==> src/rtl/mem_bus_arbiter.sv <==
// mem_bus_arbiter: shares one RAM port between two icaches and two dcaches, holding locked dcache grants.
// Define ARB_STARVE_GUARD_EN to let a starved icache beat dcache traffic.
module mem_bus_arbiter #(
  parameter int WORD_W = 32,
  parameter int STARVE_LIMIT = 8
) (
  input  logic              CLK,
  input  logic              nRST,
  input  logic [1:0]        iREN,
  input  logic [WORD_W-1:0] iaddr0,
  input  logic [WORD_W-1:0] iaddr1,
  input  logic [1:0]        dREN,
  input  logic [1:0]        dWEN,
  input  logic [WORD_W-1:0] daddr0,
  input  logic [WORD_W-1:0] daddr1,
  input  logic [WORD_W-1:0] dstore0,
  input  logic [WORD_W-1:0] dstore1,
  input  logic [1:0]        dlock,
  output logic [1:0]        iwait,
  output logic [1:0]        dwait,
  output logic [WORD_W-1:0] iload,
  output logic [WORD_W-1:0] dload,
  output logic              ramREN,
  output logic              ramWEN,
  output logic [WORD_W-1:0] ramaddr,
  output logic [WORD_W-1:0] ramstore,
  input  logic [WORD_W-1:0] ramload,
  input  logic [1:0]        ramstate,
  output logic [2:0]        owner
);
  typedef enum logic {IDLE, GRANT} state_t;
  localparam logic [1:0] ACCESS = 2'd2;
  state_t state, state_n;
  logic [2:0] owner_n;
  logic rr, rr_n;
  logic [1:0] dreq, istarve;
  logic is_d, core, oreq, drive, done, req_any, wd, wcore;

  function automatic logic pick(input logic [1:0] req, input logic last);
    return &req ? ~last : req[1];
  endfunction

  assign dreq = dREN | dWEN;
  assign is_d = owner[1];
  assign core = owner[0];
  assign oreq = is_d ? dreq[core] : iREN[core];
  assign drive = state == GRANT && oreq;
  assign done = drive && ramstate == ACCESS;
  assign req_any = |dreq || |iREN;
  assign wd = |dreq && !(|istarve);
  assign wcore = |istarve ? pick(istarve, rr) : pick(wd ? dreq : iREN, rr);

`ifdef ARB_STARVE_GUARD_EN
  localparam logic [3:0] LIMIT = 4'(STARVE_LIMIT);
  for (genvar i = 0; i < 2; i++) begin : g_starve
    logic [3:0] cnt;
    logic mine;
    assign mine = owner == {2'b10, 1'(i)};
    assign istarve[i] = iREN[i] && cnt >= LIMIT;
    always_ff @(posedge CLK or negedge nRST)
      if (!nRST) cnt <= '0;
      else if (state == IDLE && req_any && !wd && wcore == 1'(i)) cnt <= '0;
      else if (iREN[i] && !mine && cnt != 4'hf) cnt <= cnt + 4'd1;
  end
`else
  assign istarve = '0;
`endif

  always_ff @(posedge CLK or negedge nRST)
    if (!nRST) begin
      state <= IDLE;
      owner <= '0;
      rr <= 1'b0;
    end else begin
      state <= state_n;
      owner <= owner_n;
      rr <= rr_n;
    end

  // a dropped request ends the grant silently; rr moves only on a real completion
  always_comb begin
    state_n = state;
    owner_n = owner;
    rr_n = rr;
    if (state == IDLE) begin
      if (req_any) begin
        state_n = GRANT;
        owner_n = {1'b1, wd, wcore};
      end
    end else if (!oreq || (done && !(is_d && dlock[core]))) begin
      state_n = IDLE;
      owner_n[2] = 1'b0;
      rr_n = oreq ? core : rr;
    end
  end

  assign ramREN = drive && !(is_d && dWEN[core]);
  assign ramWEN = drive && is_d && dWEN[core];
  assign ramaddr = !drive ? '0 : is_d ? (core ? daddr1 : daddr0) : (core ? iaddr1 : iaddr0);
  assign ramstore = drive && is_d ? (core ? dstore1 : dstore0) : '0;
  assign iwait = ~(2'(done && !is_d) << core);
  assign dwait = ~(2'(done && is_d) << core);
  assign iload = done && !is_d ? ramload : '0;
  assign dload = done && is_d ? ramload : '0;
endmodule

==> config.mk <==
export PLATFORM = sky130hd
export DESIGN_NAME = mem_bus_arbiter
export DESIGN_NICKNAME = d
export VERILOG_FILES = /design/src/rtl/mem_bus_arbiter.sv
export SDC_FILE = /design/constraint.sdc
export NUM_CORES = 1
export LEC_CHECK = 0
export CAP_MARGIN = 5
export CORE_AREA = 2 2 145 147
export CTS_CLUSTER_DIAMETER = 150
export DETAILED_ROUTE_END_ITERATION = 10
export DIE_AREA = 0 0 147 149
export PLACE_DENSITY = 0.45
export SETUP_SLACK_MARGIN = 0.15
export SYNTH_ARGS = -nofsm -noshare
export SYNTH_HDL_FRONTEND = slang
export SYNTH_SLANG_ARGS = --single-unit
==> constraint.sdc <==
create_clock -name CLK -period 2.3 [get_ports CLK]
set_input_delay 0.46 -clock CLK [delete_from_list [all_inputs] [get_ports CLK]]
set_output_delay 0.46 -clock CLK [all_outputs]
set_load 0.1 [all_outputs]
After elaboration in Yosys (flattened, before gate mapping):

Cells that the tools add are included.
W data, S select, Z words.

* $add $sub $neg: 0
* multiply operators: 0
* divide/modulo/power cells: 0
* magnitude comparators: 1
* equality and inequality tests: 2
* shift operators: 2
* mux-type cells: 25
* bitwise gates (word level): 5
* reduce and logical (&&, ||, !) cells: 23

Operators by type and width (count)
* $mux W32: 8
* $mux W1: 15
* $logic_and A1 B1 Y1: 10
* $reduce_and A2 Y1: 3
* $logic_not A1 Y1: 4
* $not A2 Y2: 2
* $reduce_or A2 Y1: 2
* $shl A1 B1 Y2: 2
* $mux W3: 1
* $reduce_and A3 Y1: 1
* $eq A2 B2 Y1 const B: 1
* $logic_or A1 B1 Y1: 2
* $lt A1 B2 Y1 const B: 1
* $mux W2: 1
* $ne A2 B1 Y1 const B: 1
* $not A1 Y1: 2
* $or A2 B2 Y2: 1
* $reduce_bool A2 Y1: 1

* register bits: 5
* latch bits: 0
* bits in writable memories: 0
* bits in read-only memories: 0
* output and inout port bits: 137
* word-level logic and storage cells: 62
* memories: 0

Longest topological paths before layout:

* depth in word-level cells: 10
* depth in mapped cells: 6
* depth with buffers taken out: 4

Worst setup path after synthesis:

No wires, ideal clock.

* path type: reg-to-output
* start point: register owner[1]
* end point: output ramaddr[3]
* data arrival time: 3.301 ns
* path slack: -1.461 ns
* stages on the path, launching flop included: 6
* path buffers: 1
* cells stage by stage: dfrtp_1 -> nor4b_4 -> a31o_1 -> or3b_4 -> buf_6 -> nor2b_1

* word-level cells in the longest chain between the ends: 3

RTL lines
* start, declared: line 29 `output logic [2:0] owner`
* start signal, assigned: line 76 `owner <= owner_n;`
* $mux W1: line 46 `assign oreq = is_d ? dreq[core] : iREN[core];`
* $logic_and A1 B1 Y1: line 47 `assign drive = state == GRANT && oreq;`
* $mux W32 (*): line 99 `assign ramaddr = !drive ? '0 : is_d ? (core ? daddr1 : daddr0) : (core ? iaddr1 : iaddr0);`
* end, declared: line 25 `output logic [WORD_W-1:0] ramaddr,`

Mark *: on every way between the ends. The rest lies on a longest branch, timed or not.

Final worst setup path:

* start point: register owner[1]
* end point: output ramaddr[23]

Same word-level chain as after synthesis.

==> results.toml <==
[finish]
fin_cells = 950
layout_commonest_cell = "clkdlybuf4s50_1"
areaGrowthSynthToFinish_pct = 293.8
fin_nets = 912
final_cell_mix = "229 x clkdlybuf4s50_1, 152 x buf_12, 64 x and2_4"
drive_gt1_frac = 0.5674
diodes = 0

[setup_path]
end_kind = "primary output"
critPathArrivalTime_ps = 2130
required_ps = 1840
crit_type = "flip-flop to primary output"
cpMostUsedCell = "buf_12"
cp_max_fo = 8
worstSetupStartpointType = "flip-flop"
crit_start = "owner[1]"
r2r-start = "owner[0]"
max_stage_delay_ps = 490
crit_path_cell_trace = "nor4b_4, a31o_1, or3b_4, buf_12, buf_16, nor2b_4, buf_12"
critPathSlowestCell = "dfrtp_4"

[yosys]
synth.distinct_cells = 33
syn-num-nets = 496
ys_seq_area_frac = 0.05225
syn_area_per_cell_sq_um = 9.211
ys.warnings.count = 0
yosysTopAreaCell = "mux4_2"
synthMuxAreaShare = 0.4488
yosys_register_bits = 5
synth_top_family_by_area = "multiplexers"
synth_xor_area_frac = 0
yosys-top-cells-area = "mux4_2 30%, and2_1 17%, mux2i_1 13%"
yosys.area_share.simple = 0.3767
postSynthCellCount = 260
yosys.area_share.adder = 0
synth_top_area_frac = 0.3009
synth_compound_area_frac = 0.05016
mappedNetlistArea_sq_mm = 0.002395

[route]
via_per_inst = 3.964
drt_iter0_drc = 35
wl_per_cell_um = 18.05
drcViolationCount = 0
dr.pass1.iters = 4
routed_wl_um = 17150
num_vias = 3766
ant_nets = 0

[clock_network]
htreeDepth = 1
ctsHoldBuffers = 0
clock_latency_ps = 230
cts_tree = "done"
clock_sinks = 5
path_clk_slew_ps = 30
cts_buffers = 3
clk_path_buf_depth = 2
cts-root-buf = "clkbuf_16"

[status]
status = "finished, violations left"
violations = "setup timing"

[pwr]
power.density_mw_per_mm2 = 1528
p_leak_nw = 3.782
vdd_drop_max_v = 0.0008284

[timing]
hold_viol = 0
drv_slew = 0
worst_slew_pin_slew_ps = 462.1
fmax_ghz = 0.3862
slew_headroom = 0.6920
layout_setup_ws_ps = -289.4
post-route-period-util = 1.126
min_period_ps = 2589
finClkSkew_ps = 2.969
rsz0062_at_grt = "true"
setup_viol = 134

[global_route]
grt_max_degree = 29
overflow = 0
grt_pass1_wl_um = 24660
track_usage = 0.1466
grt_pass1_vias = 4029
antenna_found_initial = 0

[worst_hold_path]
hold_path_class = "input port to async pin"

[floorplan]
dieHeight_um = 149
pin_count = 373
dieArea_sq_mm = 0.02190
fp-row-count = 53
initial_utilization = 0.1165
die_x_um = 147
fp.coreArea_sq_mm = 0.02056

[placement]
hpwl_um = 13840
gp_congestion = 0.8123
place_ws_ps = -515.4
dpl.cell_count = 913
io_buffers = 372

[run]
max_cap_violations = 0
## layer usage
metal	vias up	GRT usage	routed length, um	part of all wire
met5	-	0	0	0
met1	1794	0.1559	5840	0.34
li1	1759	-	-	-
met3	10	0.04312	1548	0.090
met4	0	0.01875	174	0.010
met2	203	0.2918	9588	0.56
## critical path, delay by kind of cell (launching register included)
kind	cells	cell delay, ps
and+or+nand+nor	3	700
DFF	1	490
buffers and inverters	3	510
AOI/OAI and AO/OA	1	200
## cells by family after synthesis
logic type      after synthesis
simple gates                146
mux                          67
buf+inv                      27
compound gates               15
flops                         5
## state kept, by name, indices dropped and copies added (netlist names)
signal / flops
rr: 1
owner: 3
state: 1
## Yosys cell counts (all sizes together)
library cell / count
and2: 64
nor2: 36
nor2b: 33
mux2i: 32
mux4: 32
buf: 17
clkbuf: 7
nand2: 6
dfrtp: 5
a21oi: 3
inv: 3
mux2: 3
nor4b: 3
a21boi: 2
a21o: 2
o22ai: 2
a211oi: 1
a311o: 1
a31o: 1
a31oi: 1
nand2b: 1
nor3: 1
nor4: 1
o21ai: 1
o311ai: 1
or3b: 1
## metrics by stage
stage	hold WS [ps]	setup TNS [ps]	instance area, sq um	power [mW]	util
3_3_place_gp	502.8	-53260	8628	12.86	0.4197
3_5_place_dp	508.8	-57190	8628	12.92	0.4197
2_1_floorplan	164.4	-29220	3105	8.666	-
5_1_grt	471.1	-34690	9430	14.88	0.4587
4_1_cts	461.5	-26720	9238	14.25	0.4494
6_report	451.5	-26750	9430	14.41	0.4587
## power by group
part | leakage, nW | switching (mW) | internal, mW
Clock | 0.0382 | 0.0549 | 0.230
Combinational | 3.69 | 8.05 | 5.87
Sequential | 0.0559 | 0.0646 | 0.146
## path summary, 6_finish.rpt
check	to	slack, ps	depth (start not counted)
setup / recovery	ramaddr[23]	-290	7
hold / removal	owner[2]	450	1
setup reg to reg	rr	200	5
hold reg to reg	owner[2]	530	1
max in group asynchronous	owner[1]	1640	1
min in group CLK	owner[2]	530	1
## cell type report
type / count / area (sq um)
Tap cell: 275 / 344.1
Timing Repair Buffer: 435 / 6091
Clock buffer: 4 / 78.83
Multi-Input combinational cell: 228 / 2773
Inverter: 3 / 11.26
Fill cell: 1868 / 11130
Sequential cell: 5 / 132.6
## repair_timing
item / 4_1_cts / 5_1_grt
cloned: 12 / 3
resized for setup: 38 / 10
endpoints found under the setup margin: 134 / 135
buffers inserted: 13 / 5
pin swaps: 20 / 10
Note: power is estimated with default switching activity, not from simulation.
